--- src/rtl/pgc_pkg.sv ---
// pgc_pkg: shared types and helpers for the multi-domain power-gating controller.
//   pgc_state_e   : per-domain sequencing state, 3-bit encoding OFF..SAVE
//   pgc_out_t     : the set of per-domain cell controls decoded from a state
//   pgc_decode()  : state -> cell controls
//   pgc_cnt_width(): width of the ramp/timeout counters
package pgc_pkg;

    localparam int PGC_STATE_W = 3;

    typedef enum logic [PGC_STATE_W-1:0] {
        ST_OFF        = 3'd0,
        ST_WAIT_GRANT = 3'd1,
        ST_RAMP       = 3'd2,
        ST_RESTORE    = 3'd3,
        ST_ON         = 3'd4,
        ST_ISO        = 3'd5,
        ST_SAVE       = 3'd6
    } pgc_state_e;

    typedef struct packed {
        logic iso;
        logic sw;
        logic save;
        logic restore;
    } pgc_out_t;

    function automatic pgc_out_t pgc_decode(input pgc_state_e st);
        pgc_out_t o;
        o = '{iso: 1'b1, sw: 1'b0, save: 1'b0, restore: 1'b0};
        case (st)
            ST_RAMP:    o.sw = 1'b1;
            ST_RESTORE: begin o.sw = 1'b1; o.restore = 1'b1; end
            ST_ON:      begin o.sw = 1'b1; o.iso = 1'b0; end
            ST_ISO:     o.sw = 1'b1;
            ST_SAVE:    begin o.sw = 1'b1; o.save = 1'b1; end
            default:    ;
        endcase
        return o;
    endfunction

    function automatic int pgc_cnt_width(input int ramp_cycles, input int timeout_cycles);
        return $clog2(((ramp_cycles > timeout_cycles) ? ramp_cycles : timeout_cycles) + 1);
    endfunction

endpackage

--- src/rtl/pgc_rr_arbiter.sv ---
// pgc_rr_arbiter: round-robin in-rush arbiter, one grant at a time.
//   clk, rst_n : clock, synchronous active-low reset
//   req [N]    : requesting domains
//   busy       : a domain is currently ramping; suppresses any grant
//   grant [N]  : one-hot grant, combinational from req and the pointer
// The pointer starts at 0 and moves to granted+1 (mod N) on every grant.
module pgc_rr_arbiter #(
    parameter int N = 4
) (
    input  logic         clk,
    input  logic         rst_n,
    input  logic [N-1:0] req,
    input  logic         busy,
    output logic [N-1:0] grant
);

    localparam int PTR_W = (N > 1) ? $clog2(N) : 1;

    logic [PTR_W-1:0] ptr_q;
    logic [PTR_W-1:0] ptr_nxt;
    logic [2*N-1:0]   req_dbl;
    logic [N-1:0]     req_rot;
    logic             found;
    int               offset;
    int               idx;

    // NOTE: every variable written here gets a default first so no latch is inferred.
    always_comb begin
        grant   = '0;
        ptr_nxt = ptr_q;
        found   = 1'b0;
        offset  = 0;
        idx     = 0;
        // Rotate so bit 0 is the domain the pointer names; first set bit wins.
        req_dbl = {req, req} >> ptr_q;
        req_rot = req_dbl[N-1:0];
        for (int k = 0; k < N; k++) begin
            if (!found && req_rot[k]) begin
                found  = 1'b1;
                offset = k;
            end
        end
        if (found && !busy) begin
            idx     = int'(ptr_q) + offset;
            if (idx >= N) idx = idx - N;
            grant   = N'(1) << idx;
            ptr_nxt = PTR_W'((idx == N - 1) ? 0 : idx + 1);
        end
    end

    // NOTE: sequential state uses non-blocking assignments only.
    always_ff @(posedge clk) begin
        if (!rst_n) ptr_q <= '0;
        else        ptr_q <= ptr_nxt;
    end

endmodule

--- src/rtl/pgc_multi_domain.sv ---
// pgc_multi_domain: power-gating controller for N_DOMAINS switchable domains.
//   clk, rst_n       : clock, synchronous active-low reset
//   power_on_req     : per-domain level request to power up
//   power_off_req    : per-domain level request to power down
//   ack_from_block   : per-domain save/restore completion
//   isolate_en       : isolation clamp enable (all 1 in reset)
//   save_state       : retention save, held until ack
//   restore_state    : retention restore, held until ack
//   power_switch_en  : power switch enable
//   power_on_ack     : 1-cycle pulse on entry to ON
//   power_off_ack    : 1-cycle pulse on entry to OFF from a power-down
//   timeout_err      : sticky save/restore timeout flag
//   state_dbg        : per-domain state, domain i at [3i+2:3i]
// Build option PGC_TIMEOUT_EN: SAVE/RESTORE give up after TIMEOUT_CYCLES
// without an ack and flag timeout_err; otherwise they wait indefinitely.
module pgc_multi_domain
    import pgc_pkg::*;
#(
    parameter int N_DOMAINS      = 4,
    parameter int RAMP_CYCLES    = 8,
    parameter int TIMEOUT_CYCLES = 64
) (
    input  logic                   clk,
    input  logic                   rst_n,
    input  logic [N_DOMAINS-1:0]   power_on_req,
    input  logic [N_DOMAINS-1:0]   power_off_req,
    input  logic [N_DOMAINS-1:0]   ack_from_block,
    output logic [N_DOMAINS-1:0]   isolate_en,
    output logic [N_DOMAINS-1:0]   save_state,
    output logic [N_DOMAINS-1:0]   restore_state,
    output logic [N_DOMAINS-1:0]   power_switch_en,
    output logic [N_DOMAINS-1:0]   power_on_ack,
    output logic [N_DOMAINS-1:0]   power_off_ack,
    output logic [N_DOMAINS-1:0]   timeout_err,
    output logic [3*N_DOMAINS-1:0] state_dbg
);

    localparam int CNT_W = pgc_cnt_width(RAMP_CYCLES, TIMEOUT_CYCLES);

    logic [N_DOMAINS-1:0] wait_vec;
    logic [N_DOMAINS-1:0] ramp_vec;
    logic [N_DOMAINS-1:0] grant;
    logic [CNT_W-1:0]     ramp_cnt_q;
    logic                 ramp_busy;
    logic                 ramp_done;

    // A domain asking to power off in WAIT_GRANT leaves instead of ramping,
    // so it is withheld from arbitration and the grant goes to someone else.
    pgc_rr_arbiter #(.N(N_DOMAINS)) u_arb (
        .clk   (clk),
        .rst_n (rst_n),
        .req   (wait_vec & ~power_off_req),
        .busy  (ramp_busy),
        .grant (grant)
    );

    // Shared ramp counter: only one domain can be in RAMP, so one suffices.
    assign ramp_busy = |ramp_vec;
    assign ramp_done = ramp_busy && (ramp_cnt_q == CNT_W'(RAMP_CYCLES - 1));

    always_ff @(posedge clk) begin
        if (!rst_n || !ramp_busy || ramp_done) ramp_cnt_q <= '0;
        else                                   ramp_cnt_q <= ramp_cnt_q + 1'b1;
    end

    for (genvar i = 0; i < N_DOMAINS; i++) begin : g_dom
        pgc_state_e state_q;
        pgc_state_e state_nxt;
        pgc_out_t   out_q;
        logic       on_ack_q;
        logic       off_ack_q;
        logic       timeout_hit;

`ifdef PGC_TIMEOUT_EN
        logic [CNT_W-1:0] to_cnt_q;
        logic             to_err_q;
        logic             waiting;

        assign waiting     = (state_q == ST_SAVE) || (state_q == ST_RESTORE);
        assign timeout_hit = waiting && !ack_from_block[i] &&
                             (to_cnt_q == CNT_W'(TIMEOUT_CYCLES - 1));

        always_ff @(posedge clk) begin
            if (!rst_n) begin
                to_cnt_q <= '0;
                to_err_q <= 1'b0;
            end else begin
                if (waiting && !ack_from_block[i] && !timeout_hit) to_cnt_q <= to_cnt_q + 1'b1;
                else                                                to_cnt_q <= '0;
                // Sticky until the domain is next asked to power up.
                if (timeout_hit)                                       to_err_q <= 1'b1;
                else if (state_q == ST_OFF && state_nxt != ST_OFF)     to_err_q <= 1'b0;
            end
        end

        assign timeout_err[i] = to_err_q;
`else
        assign timeout_hit    = 1'b0;
        assign timeout_err[i] = 1'b0;
`endif

        always_comb begin
            state_nxt = state_q;
            case (state_q)
                ST_OFF:        if (power_on_req[i]) state_nxt = ST_WAIT_GRANT;
                ST_WAIT_GRANT: if (power_off_req[i]) state_nxt = ST_OFF;
                               else if (grant[i])    state_nxt = ST_RAMP;
                ST_RAMP:       if (ramp_done) state_nxt = ST_RESTORE;
                ST_RESTORE:    if (ack_from_block[i] || timeout_hit) state_nxt = ST_ON;
                ST_ON:         if (power_off_req[i]) state_nxt = ST_ISO;
                ST_ISO:        state_nxt = ST_SAVE;
                ST_SAVE:       if (ack_from_block[i] || timeout_hit) state_nxt = ST_OFF;
                default:       state_nxt = ST_OFF;
            endcase
        end

        // Outputs are registered from the next state so they change on the
        // same edge as the state and never see the inputs combinationally.
        always_ff @(posedge clk) begin
            if (!rst_n) begin
                state_q   <= ST_OFF;
                out_q     <= pgc_decode(ST_OFF);
                on_ack_q  <= 1'b0;
                off_ack_q <= 1'b0;
            end else begin
                state_q   <= state_nxt;
                out_q     <= pgc_decode(state_nxt);
                on_ack_q  <= (state_nxt == ST_ON)  && (state_q != ST_ON);
                off_ack_q <= (state_nxt == ST_OFF) && (state_q != ST_OFF);
            end
        end

        assign wait_vec[i]        = (state_q == ST_WAIT_GRANT);
        assign ramp_vec[i]        = (state_q == ST_RAMP);
        assign isolate_en[i]      = out_q.iso;
        assign power_switch_en[i] = out_q.sw;
        assign save_state[i]      = out_q.save;
        assign restore_state[i]   = out_q.restore;
        assign power_on_ack[i]    = on_ack_q;
        assign power_off_ack[i]   = off_ack_q;
        assign state_dbg[3*i +: PGC_STATE_W] = state_q;
    end

endmodule

--- config.mk ---
export PLATFORM = sky130hd
export DESIGN_NAME = pgc_multi_domain
export DESIGN_NICKNAME = d
export VERILOG_FILES = /design/src/rtl/pgc_pkg.sv /design/src/rtl/pgc_rr_arbiter.sv /design/src/rtl/pgc_multi_domain.sv
export SDC_FILE = /design/constraint.sdc
export NUM_CORES = 1
export LEC_CHECK = 0
export CAP_MARGIN = 5
export CORE_MARGIN = 4
export CORE_UTILIZATION = 49
export CTS_BUF_LIST = sky130_fd_sc_hd__clkbuf_8 sky130_fd_sc_hd__clkbuf_16
export CTS_CLUSTER_SIZE = 16
export DETAILED_ROUTE_END_ITERATION = 7
export GPL_TIMING_DRIVEN = 1
export HOLD_SLACK_MARGIN = 0.06
export PLACE_DENSITY_LB_ADDON = 0.05
export SYNTH_ARGS = -nofsm -noshare
export SYNTH_HDL_FRONTEND = slang
export SYNTH_HIERARCHICAL = 1
export SYNTH_SLANG_ARGS = --single-unit
--- constraint.sdc ---
create_clock -name clk -period 4.9 [get_ports clk]
set_input_delay 1.225 -clock clk [delete_from_list [all_inputs] [get_ports clk]]
set_output_delay 1.225 -clock clk [all_outputs]
set_load 0.005 [all_outputs]
==> flow_summary.toml, run 1 <==
[final_layout]
final_common_cell = "clkdlybuf4s50_1"
nFillCells = 437
nets = 322
area_delta_synth_final_pct = 22.5
multiInputGateArea_um2 = 1270
final_cell_mix = "clkdlybuf4s50_1, dfxtp_1, nor2_1"
n_antenna_cell = 0
ff_latch_area_um2 = 901
drive_above_1_share_pct = 11.6
post-route-util_pct = 61.8

[sta]
hold_slack_ns = 0.458
rsz0062_at_grt = "no"
fin_tns_setup_ns = 0
finalCritPeriodShare_pct = 91.2
slew_viol_final = 0
tightest_slew_ns = 0.621
setup_viol = 0
hold_viol = 0
fmax_mhz = 224
relSlewSlack_pct = 58.5
skew_ns = 0.0106
fin_crit_ns = 4.47

[grt]
grt_overflow = 0
grt_pass1_vias = 1755
grt_usage_pct = 16.3
grt_antenna_before_repair = 0
grt_pass1_wl_mm = 8.00
grt_max_degree = 18

[synthesis]
yosysWarnings = 6
synthCells = 264
synth_area_leaders = "dfxtp_1, nor2_1, buf_4"
ys_seq_area_share_pct = 37.8
synth_top_area_share_pct = 37.8
synthDistinctLibCells = 63
ys.flop_type = "dfxtp_1"
synth_edf_count = 0
synth_top_cell_by_area = "dfxtp_1"
synth-seq-cells = 45
async_reset_ff_share_pct = 0
synth_area_um2 = 2380
synth.avg_cell_area_um2 = 9.03

[floorplanning]
rows = 25
die-area_um2 = 6040
io_pins = 54
die_h_um = 77.7
start_util_pct = 50.5
die_width_um = 77.7
coreArea_um2 = 4720

[power]
vdd_drop_max_mv = 0.223
power_leakage_nw = 1.10
powerDensity_nw_per_um2 = 305

[cts]
hold_buffers = 0
cts_root_buf = "clkbuf_8"
cts_resized = 0
clkSinkCount = 45
clockBufferDepth = 2
cts_inserted_buffers = 5
htreeDepth = 2
clk_pin_slew_ns = 0.09
cts_tree = "built"
cts_setup_buffers = 0
clock_latency_ns = 0.30

[critical_path]
path_max_fanout = 7
path_class = "input port to flop"
cp-start-kind = "input port"
endpoint_kind = "flop"
r2r_cells = 16
cp.arrival_ns = 4.70
rrSetupSlack_ns = 1.23
cp.required_ns = 5.13

[detailed_routing]
wl_mm = 4.79
first_pass_iters = 4
drc = 0
route.vias.total = 1943
ant_nets = 0
vias_per_cell = 5.25
drt_iter0_drc = 106
avgRoutedWirePerCell_um = 12.9

[run]
timing.max_cap.violations = 0

[min_path]
hold_path_class = "flop to flop"
hold_depth = 1

[placed_design]
dp_hpwl_mm = 3.59
portBuffers = 49
place.gp.congestion = 0.823

[outcome]
status = "finished clean"
-- per-stage QoR --
| stage | area, µm² | setup slack [ns] | std cells | power (mW) |
|---|---|---|---|---|
| 2_1_floorplan | 2390 | 0.314 | 267 | 0.601 |
| 5_1_grt | 2920 | 0.150 | 370 | 0.947 |
| 3_5_place_dp | 2830 | 0.106 | 362 | 0.665 |
| 4_1_cts | 2920 | 0.386 | 370 | 0.900 |
| 3_3_place_gp | 2830 | 0.215 | 362 | 0.662 |
| 6_report | 2920 | 0.429 | 370 | 0.890 |
-- critical path, stage by stage --
cell and delay, ns:
clkdlybuf4s50_1 0.45, nor4b_1 0.28, buf_4 0.22, nor2b_4 0.05, a221oi_1 0.24, a21oi_1 0.07
a211o_2 0.32, ha_1 0.19, xnor2_1 0.24, xor2_1 0.22, ha_1 0.18, and2_1 0.13
nor2b_1 0.13, o21ai_0 0.08, a221oi_1 0.33, buf_4 0.19, nor3b_2 0.15
-- layer usage --
metal / vias up / GRT usage (%) / part of all wire (%)
met5: - / 0 / 0
met4: 0 / 4.27 / 0.96
met3: 5 / 3.94 / 4.8
met2: 50 / 27.4 / 47
met1: 895 / 20.8 / 48
li1: 993 / - / -
-- final cells by class --
cell class | instances | area share [%]
sequential | 45 | 30.8
clock buffer | 5 | 2.36
timing repair buffer | 55 | 18.3
multi-input combinational | 184 | 43.4
clock inverter | 3 | 0.728
inverter | 11 | 1.41
tap | 67 | 2.87
-- kinds of logic after synthesis --
logic type,count (synthesis),share of synthesized area (%)
buffers and inverters,38,9.45
AOI/OAI and AO/OA,51,16.1
xor gates and xnor gates,8,2.94
other,1,0.157
muxes,1,0.420
adders and majority gates,6,3.15
and+or+nand+nor,114,30.0
DFF,45,37.8
-- power breakdown --
group	switching (mW)	internal, mW	leakage (nW)
Combinational	0.115	0.127	0.689
Clock	0.135	0.101	0.0445
Sequential	0.0306	0.382	0.364
-- sequential cells by signal, indices dropped and copies added, names as in the netlist --
register,cells
power_switch_en,4
save_state,4
u_arb/ptr_q,2
ramp_cnt_q,7
g_dom.on_ack_q,4
g_dom.off_ack_q,4
g_dom.state_q,12
isolate_en,4
restore_state,4
-- final timing paths --
path                                  startpoint                           to
setup / recovery                power_off_req[1]  restore_state[2]$_SDFF_PN0_
hold / removal          ramp_cnt_q[0]$_SDFF_PP0_     ramp_cnt_q[0]$_SDFF_PP0_
setup reg to reg  g_dom[0].state_q[2]$_SDFF_PN0_  restore_state[2]$_SDFF_PN0_
hold reg to reg         ramp_cnt_q[0]$_SDFF_PP0_     ramp_cnt_q[0]$_SDFF_PP0_
-- cell usage after synthesis (3+ instances only) --
cell and count:
nor3b_1 4, o21ai_0 12, nor4b_1 7, o221a_2 3
buf_6 3, xor2_1 4, buf_4 13, nor2_1 31
a21oi_1 9, and2_1 13, o211ai_1 3, buf_2 7
inv_1 11, nor2b_1 6, nor3_1 4, ha_1 6
a2bb2oi_1 4, and3_1 3, xnor2_1 4, nor4_1 3
nand3_1 3, dfxtp_1 45, nand2b_1 3, nand2_1 13
Power figures use the tool's default switching activity.
==> run 2: changes to the inputs <==
==> constraint.sdc (replaced) <==
create_clock -name clk -period 4.95 [get_ports clk]
set_input_delay 1.2375 -clock clk [delete_from_list [all_inputs] [get_ports clk]]
set_output_delay 1.2375 -clock clk [all_outputs]
set_load 0.005 [all_outputs]
==> run 2 against run 1 <==
Compared with the run above: die area unchanged; global-route usage increased by 0.22 points; highest routed layer unchanged; flip-flop and latch count is the same; clock-buffer cell count is the same; final area is the same; sequential share of layout area is the same; critical path type unchanged; largest cell class unchanged.
==> flow_summary.toml, run 2 (same netlist as run 1, synthesis figures left out) <==
[outcome]
status = "finished clean"

[power]
powerDensity_nw_per_um2 = 301
share_comb_of_total_power_pct = 27.3
power_leakage_nw = 1.10
switching_share_pct = 31.3
p_clk_share_pct = 26.3
p_seq_share_pct = 46.5
p_int_mw = 0.604
vdd_drop_max_mv = 0.227
finalPower_mw = 0.879
p_switching_mw = 0.275

[final_layout]
ff_latch_area_um2 = 901
multiInputGateArea_um2 = 1270
n_antenna_cell = 0
area_delta_synth_final_pct = 22.5
drive_above_1_share_pct = 11.6
largest_reg_flops = 12
biggestRegsByFlops = "g_dom.state_q: 12 flops, ramp_cnt_q: 7 flops"
top_register = "g_dom.state_q"
fin_cells = 370
nFillCells = 444
final_cell_mix = "clkdlybuf4s50_1, dfxtp_1, nor2_1"
finalInstanceArea_um2 = 2920
nets = 322
final_common_cell = "clkdlybuf4s50_1"

[sta]
fmax_mhz = 225
relSlewSlack_pct = 55.9
fin_crit_ns = 4.45
tightest_slew_ns = 0.660
setup_viol = 0
rsz0062_at_grt = "no"
slew_viol_final = 0
fin_tns_setup_ns = 0
setup_ws_ns = 0.498
finalCritPeriodShare_pct = 89.9
hold_viol = 0
skew_ns = 0.00945

[run]
timing.max_cap.violations = 0

[critical_path]
cp.arrival_ns = 4.68
cp.required_ns = 5.18
path_class = "input port to flop"
path_max_fanout = 7
reg2reg_to = "restore_state[2]$_SDFF_PN0_"
endpoint_kind = "flop"
r2r_cells = 16
cp-start-kind = "input port"
rr_startpoint = "g_dom[0].state_q[2]$_SDFF_PN0_"
rrSetupSlack_ns = 1.28

[detailed_routing]
ant_nets = 0
wl_mm = 4.83
avgRoutedWirePerCell_um = 13.0
route.vias.total = 1921
vias_per_cell = 5.19
drc = 0
drt_iter0_drc = 105
first_pass_iters = 4

[floorplanning]
die_h_um = 77.7
start_util_pct = 50.5
io_pins = 54
die-area_um2 = 6040
coreArea_um2 = 4720
rows = 25
die_width_um = 77.7

[min_path]
worstHoldStart = "ramp_cnt_q[0]$_SDFF_PP0_"
hold_end = "ramp_cnt_q[0]$_SDFF_PP0_"
hold_path_class = "flop to flop"
hold_depth = 1

[placed_design]
portBuffers = 49
dp_hpwl_mm = 3.59
place_ws_ns = 0.151
dpl.cell_count = 362
place.gp.congestion = 0.823
dpl_cell_area_um2 = 2830

[grt]
grt_overflow = 0
grt_pass1_vias = 1763
met2_usage_pct = 27.6
grt_antenna_before_repair = 0
grtUsageMet3_pct = 4.06
grt_pass1_wl_mm = 8.06
grt_max_degree = 18
grt_usage_pct = 16.5
globalRouteMet1Util_pct = 20.9
grt.busiest_layer = "met2"

[cts]
clockBufferDepth = 2
htreeDepth = 2
cts_root_buf = "clkbuf_8"
clk_pin_slew_ns = 0.09
cts_resized = 0
clkSinkCount = 45
cts_setup_buffers = 0
cts_inserted_buffers = 5
clock_latency_ns = 0.30
hold_buffers = 0
cts_tree = "built"
[run 2: worst max path at each step]
stage,startpoint,to,slack (ns),cells past startpoint
2_1_floorplan,power_off_req[1],restore_state[2]$_SDFF_PN0_,0.35,14
3_3_place_gp,power_off_req[1],g_dom[2].off_ack_q$_SDFF_PN0_,0.25,17
3_5_place_dp,power_off_req[1],g_dom[2].off_ack_q$_SDFF_PN0_,0.15,17
4_1_cts,power_off_req[1],g_dom[2].off_ack_q$_SDFF_PN0_,0.46,17
5_1_grt,power_off_req[1],restore_state[2]$_SDFF_PN0_,0.12,17
6_report,power_off_req[1],restore_state[2]$_SDFF_PN0_,0.50,17
[run 2: stage by stage]
step	hold WS, ns	utilization (%)
2_1_floorplan	0.418	-
3_3_place_gp	0.431	59.9
3_5_place_dp	0.454	59.9
4_1_cts	0.466	61.8
5_1_grt	0.500	61.8
6_report	0.458	61.8
[run 2: critical path: stages]
cell and delay, ns:
clkdlybuf4s50_1 0.45, nor4b_1 0.26, buf_4 0.21, nor2b_4 0.05, a221oi_1 0.24, a21oi_1 0.07
a211o_2 0.32, ha_1 0.19, xnor2_1 0.24, xor2_1 0.22, ha_1 0.18, and2_1 0.14
nor2b_1 0.13, o21ai_0 0.08, a221oi_1 0.33, buf_4 0.19, nor3b_2 0.14
[run 2: final cells by class]
| class | instances | area share (%) |
|---|---|---|
| Multi-Input combinational cell | 184 | 43.4 |
| Timing Repair Buffer | 55 | 18.3 |
| Clock buffer | 5 | 2.36 |
| Inverter | 11 | 1.41 |
| Clock inverter | 3 | 0.728 |
| Sequential cell | 45 | 30.8 |
| Tap cell | 67 | 2.87 |
[run 2: power by group through the flow]
stage | registers (mW) | logic, mW | clock network, mW
3_5_place_dp | 0.416 | 0.241 | 0
3_3_place_gp | 0.416 | 0.239 | 0
4_1_cts | 0.408 | 0.243 | 0.238
2_1_floorplan | 0.395 | 0.200 | 0
6_report | 0.408 | 0.240 | 0.231
5_1_grt | 0.413 | 0.272 | 0.252
[run 2: per-layer routing]
layer / up-vias / wire length (µm)
met3: 5 / 254
li1: 989 / -
met2: 42 / 2250
met4: 0 / 57
met1: 885 / 2270
met5: - / 0
==> run 3: changes to the inputs <==
--- a/config.mk
+++ b/config.mk
@@ -11,6 +11,7 @@
 export CTS_BUF_LIST = sky130_fd_sc_hd__clkbuf_8 sky130_fd_sc_hd__clkbuf_16
 export CTS_CLUSTER_SIZE = 16
 export DETAILED_ROUTE_END_ITERATION = 7
+export GPL_ROUTABILITY_DRIVEN = 1
 export GPL_TIMING_DRIVEN = 1
 export HOLD_SLACK_MARGIN = 0.06
 export PLACE_DENSITY_LB_ADDON = 0.05
@@ -18,3 +19,4 @@
 export SYNTH_HDL_FRONTEND = slang
 export SYNTH_HIERARCHICAL = 1
 export SYNTH_SLANG_ARGS = --single-unit
+export TNS_END_PERCENT = 50
==> results of run 3 <==
No change in the layout: final DEF, timing and power equal those of run 2.
==> patch (settings of run 1) <==
Put one more register stage on the output `state_dbg`, cleared by the reset. The value now appears one clock later. The other outputs are not delayed to match.
--- a/src/rtl/pgc_multi_domain.sv
+++ b/src/rtl/pgc_multi_domain.sv
@@ -36,6 +36,8 @@
 );
 
     localparam int CNT_W = pgc_cnt_width(RAMP_CYCLES, TIMEOUT_CYCLES);
+
+    logic [3*N_DOMAINS-1:0] state_dbg_d;
 
     logic [N_DOMAINS-1:0] wait_vec;
     logic [N_DOMAINS-1:0] ramp_vec;
@@ -138,7 +140,15 @@
         assign restore_state[i]   = out_q.restore;
         assign power_on_ack[i]    = on_ack_q;
         assign power_off_ack[i]   = off_ack_q;
-        assign state_dbg[3*i +: PGC_STATE_W] = state_q;
+        assign state_dbg_d[3*i +: PGC_STATE_W] = state_q;
+    end
+
+    always_ff @(posedge clk) begin
+        if (!rst_n) begin
+            state_dbg <= '0;
+        end else begin
+            state_dbg <= state_dbg_d;
+        end
     end
 
 endmodule
Behaviour: not the same (a bounded check fails within 4 cycles, from zero or initial values and one cycle with rst_n low).
==> patch against run 1 <==
  * Total power is 30% higher
  * Final cell count is 8.9% higher
  * Area after synthesis is 9.3% higher
  * Die area is 8.3% higher
  * Critical endpoint is now g_dom[3].off_ack_q
  * Non-clock buffer count is 1 lower
  * Sequential cell count is 12 higher
  * Wire length is 8.7% higher
  * Setup slack better by 20 ps
  * Sequential power is 24% higher
  * Critical path depth is 1 lower
  * Cell area is 12% higher
  * Via count is 7.6% higher
  * Critical path type unchanged
==> patch: results (changes against run 1) <==
[placed_design]
place.detailed.hpwl_um = 3690  ; was 3590 um
gpl.final_weighted_congestion = 0.800  ; was 0.823
numPortBuffers = 49  ; unchanged

[synthesis]
ys_seq_area_share_pct = 43.8  ; was 37.8%
yosys-top-cells-area = sky130_fd_sc_hd__dfxtp_1 44%, sky130_fd_sc_hd__nor2_1 5.3%, sky130_fd_sc_hd__buf_4 3.5%  ; was sky130_fd_sc_hd__dfxtp_1 38%, sky130_fd_sc_hd__nor2_1 4.9%, sky130_fd_sc_hd__buf_4 4.1%
share_of_synthesized_cell_area_in_full_adder_half_adder_and_majority_cells_pct = 2.88  ; was 3.15%
synth_top_flop_cell = sky130_fd_sc_hd__dfxtp_1  ; unchanged
yosys.area_share.xor_xnor_pct = 2.35  ; was 2.94%
yosysWarningCount = 6  ; unchanged
yosys-mux-area-fraction_pct = 2.40  ; was 0.420%
synthDistinctLibCells = 58  ; was 63
asyncSetResetFlopFracSynth_pct = 0  ; unchanged
synth-compound-area-share_pct = 13.4  ; was 16.1%
synth.cells.most_frequent = 57 x sky130_fd_sc_hd__dfxtp_1, 37 x sky130_fd_sc_hd__nor2_1, 14 x sky130_fd_sc_hd__and2_1  ; was 45 x sky130_fd_sc_hd__dfxtp_1, 31 x sky130_fd_sc_hd__nor2_1, 13 x sky130_fd_sc_hd__and2_1, 13 x sky130_fd_sc_hd__buf_4, 13 x sky130_fd_sc_hd__nand2_1

[setup_path]
timing.critical_path.arrival_ps = 4660  ; was 4700 ps
cp_slowest_cell = sky130_fd_sc_hd__clkdlybuf4s50_1  ; unchanged
cp_max_fo = 7  ; unchanged
critPathTopFamily = compound AO/OA/AOI/OAI gates  ; unchanged
cpPeakStageDelay_ps = 450  ; about the same

[clock_network]
ctsHtreeMaxLevel = 3  ; was 2
clkSlewWorstSetupHoldPaths_ps = 60  ; was 90 ps
numCtsBuffers = 9  ; was 5
cts_root_buf = sky130_fd_sc_hd__clkbuf_8  ; unchanged
max-clock-path-buffers = 2  ; unchanged
worst_skew_pair.late_latency_ps = 330  ; was 300 ps

[global_route]
grt_util_all_layers_pct = 17.6  ; was 16.3%
number_of_antenna_violations_at_the_first_check_in_global_routing = 0  ; unchanged
first_global_vias = 1853  ; was 1755
grt_max_degree = 29  ; was 18
grt_first_pass_wirelength_um = 8790  ; was 8000 um

[routing]
route.final.wire_length_um = 5210  ; was 4790 um
vias = 2090  ; was 1943
drt-initial-drc-count = 154  ; was 106
drt_pass1_iterations = 4  ; unchanged

[finish]
final.fill_count = 480  ; was 437
layout_top_registers = g_dom.state_q x12, state_dbg x12, ramp_cnt_q x7  ; was g_dom.state_q x12, ramp_cnt_q x7
drive_above_1_share_pct = 10.2  ; was 11.6%
n_antenna_cell = 0  ; unchanged
final_nets = 348  ; was 322

[timing]
clock-skew-final_ps = 6.22  ; was 10.6 ps
slew_headroom_pct = 59.1  ; was 58.5%

[worst_hold_path]
hp-class = reg -> reg  ; unchanged

[power_and_ir_drop]
worst_vdd_drop_mv = 0.174  ; was 0.223 mV
power.static_leakage_nw = 1.24  ; was 1.10 nW

[status]
status = finished clean  ; unchanged

==> patch: final timing paths <==
| kind | start | endpoint | slack, ps | cells past startpoint |
|---|---|---|---|---|
| max | power_off_req[1] | g_dom[3].off_ack_q | 450 | 16 |
| min | ramp_cnt_q[0] | ramp_cnt_q[0] | 450 | 1 |
| max reg2reg | g_dom[1].state_q[0] | g_dom[3].off_ack_q | 1300 | 15 |
| min reg2reg | ramp_cnt_q[0] | ramp_cnt_q[0] | 450 | 1 |
==> patch: metal layers <==
metal | vias up | global-route usage [%] | part of all wire, %
met3 | 10 | 4.55 | 5.6
met1 | 954 | 23.4 | 48
li1 | 1081 | - | -
met2 | 45 | 25.9 | 45
met5 | - | 0 | 0
met4 | 0 | 9.63 | 2.1
==> patch: final cells by class <==
class                   count  area [um2]  share of cell area (%)
clock buffers              10         138                    4.22
clock inverters             6        51.3                    1.57
inverters                   8        30.0                   0.921
multi-input cells         198        1280                    39.4
flip-flops and latches     57        1140                    35.0
well taps                  70        87.6                    2.69
repair buffers             54         528                    16.2
==> patch: logic make-up (layout without fill, tap and decap cells) <==
family / Yosys count / in the layout
AOI/OAI and AO/OA: 50 / 50
xor gates and xnor gates: 7 / 7
adders and majority gates: 6 / 6
buffers and inverters: 37 / 78
DFF: 57 / 57
muxes: 6 / 6
other: 1 / 4
and+or+nand+nor: 125 / 125
==> patch: report_power, final <==
group	internal (mW)	total, mW	switching [mW]
Combinational	0.120	0.236	0.116
Sequential	0.483	0.513	0.0292
Clock	0.241	0.413	0.172
==> patch: stage by stage <==
step / worst slack [ps] / std cells / instance area, um2 / util, %
floorplan: 322 / 292 / 2620 / -
global placement: 186 / 387 / 3060 / 59.6
detailed placement: 123 / 387 / 3060 / 59.6
CTS: 459 / 403 / 3250 / 63.3
global route: 103 / 403 / 3260 / 63.4
finish: 450 / 403 / 3260 / 63.4
==> patch: repair_timing <==
item                                    CTS  global route
gates resized for setup                   0             1
buffers inserted                          0             0
endpoints found under the setup margin    0             1
hold buffers                              0             0
==> patch: worst reg2reg max path, delay by kind of cell, from the launching register on <==
family                   cells  cell delay, ps
AND/OR/NAND/NOR              5             780
adder cells (fa/ha/maj)      2             350
AO/OA/AOI/OAI                5            1170
buffers and inverters        1             210
XOR/XNOR                     2             490
flip-flops                   1             480
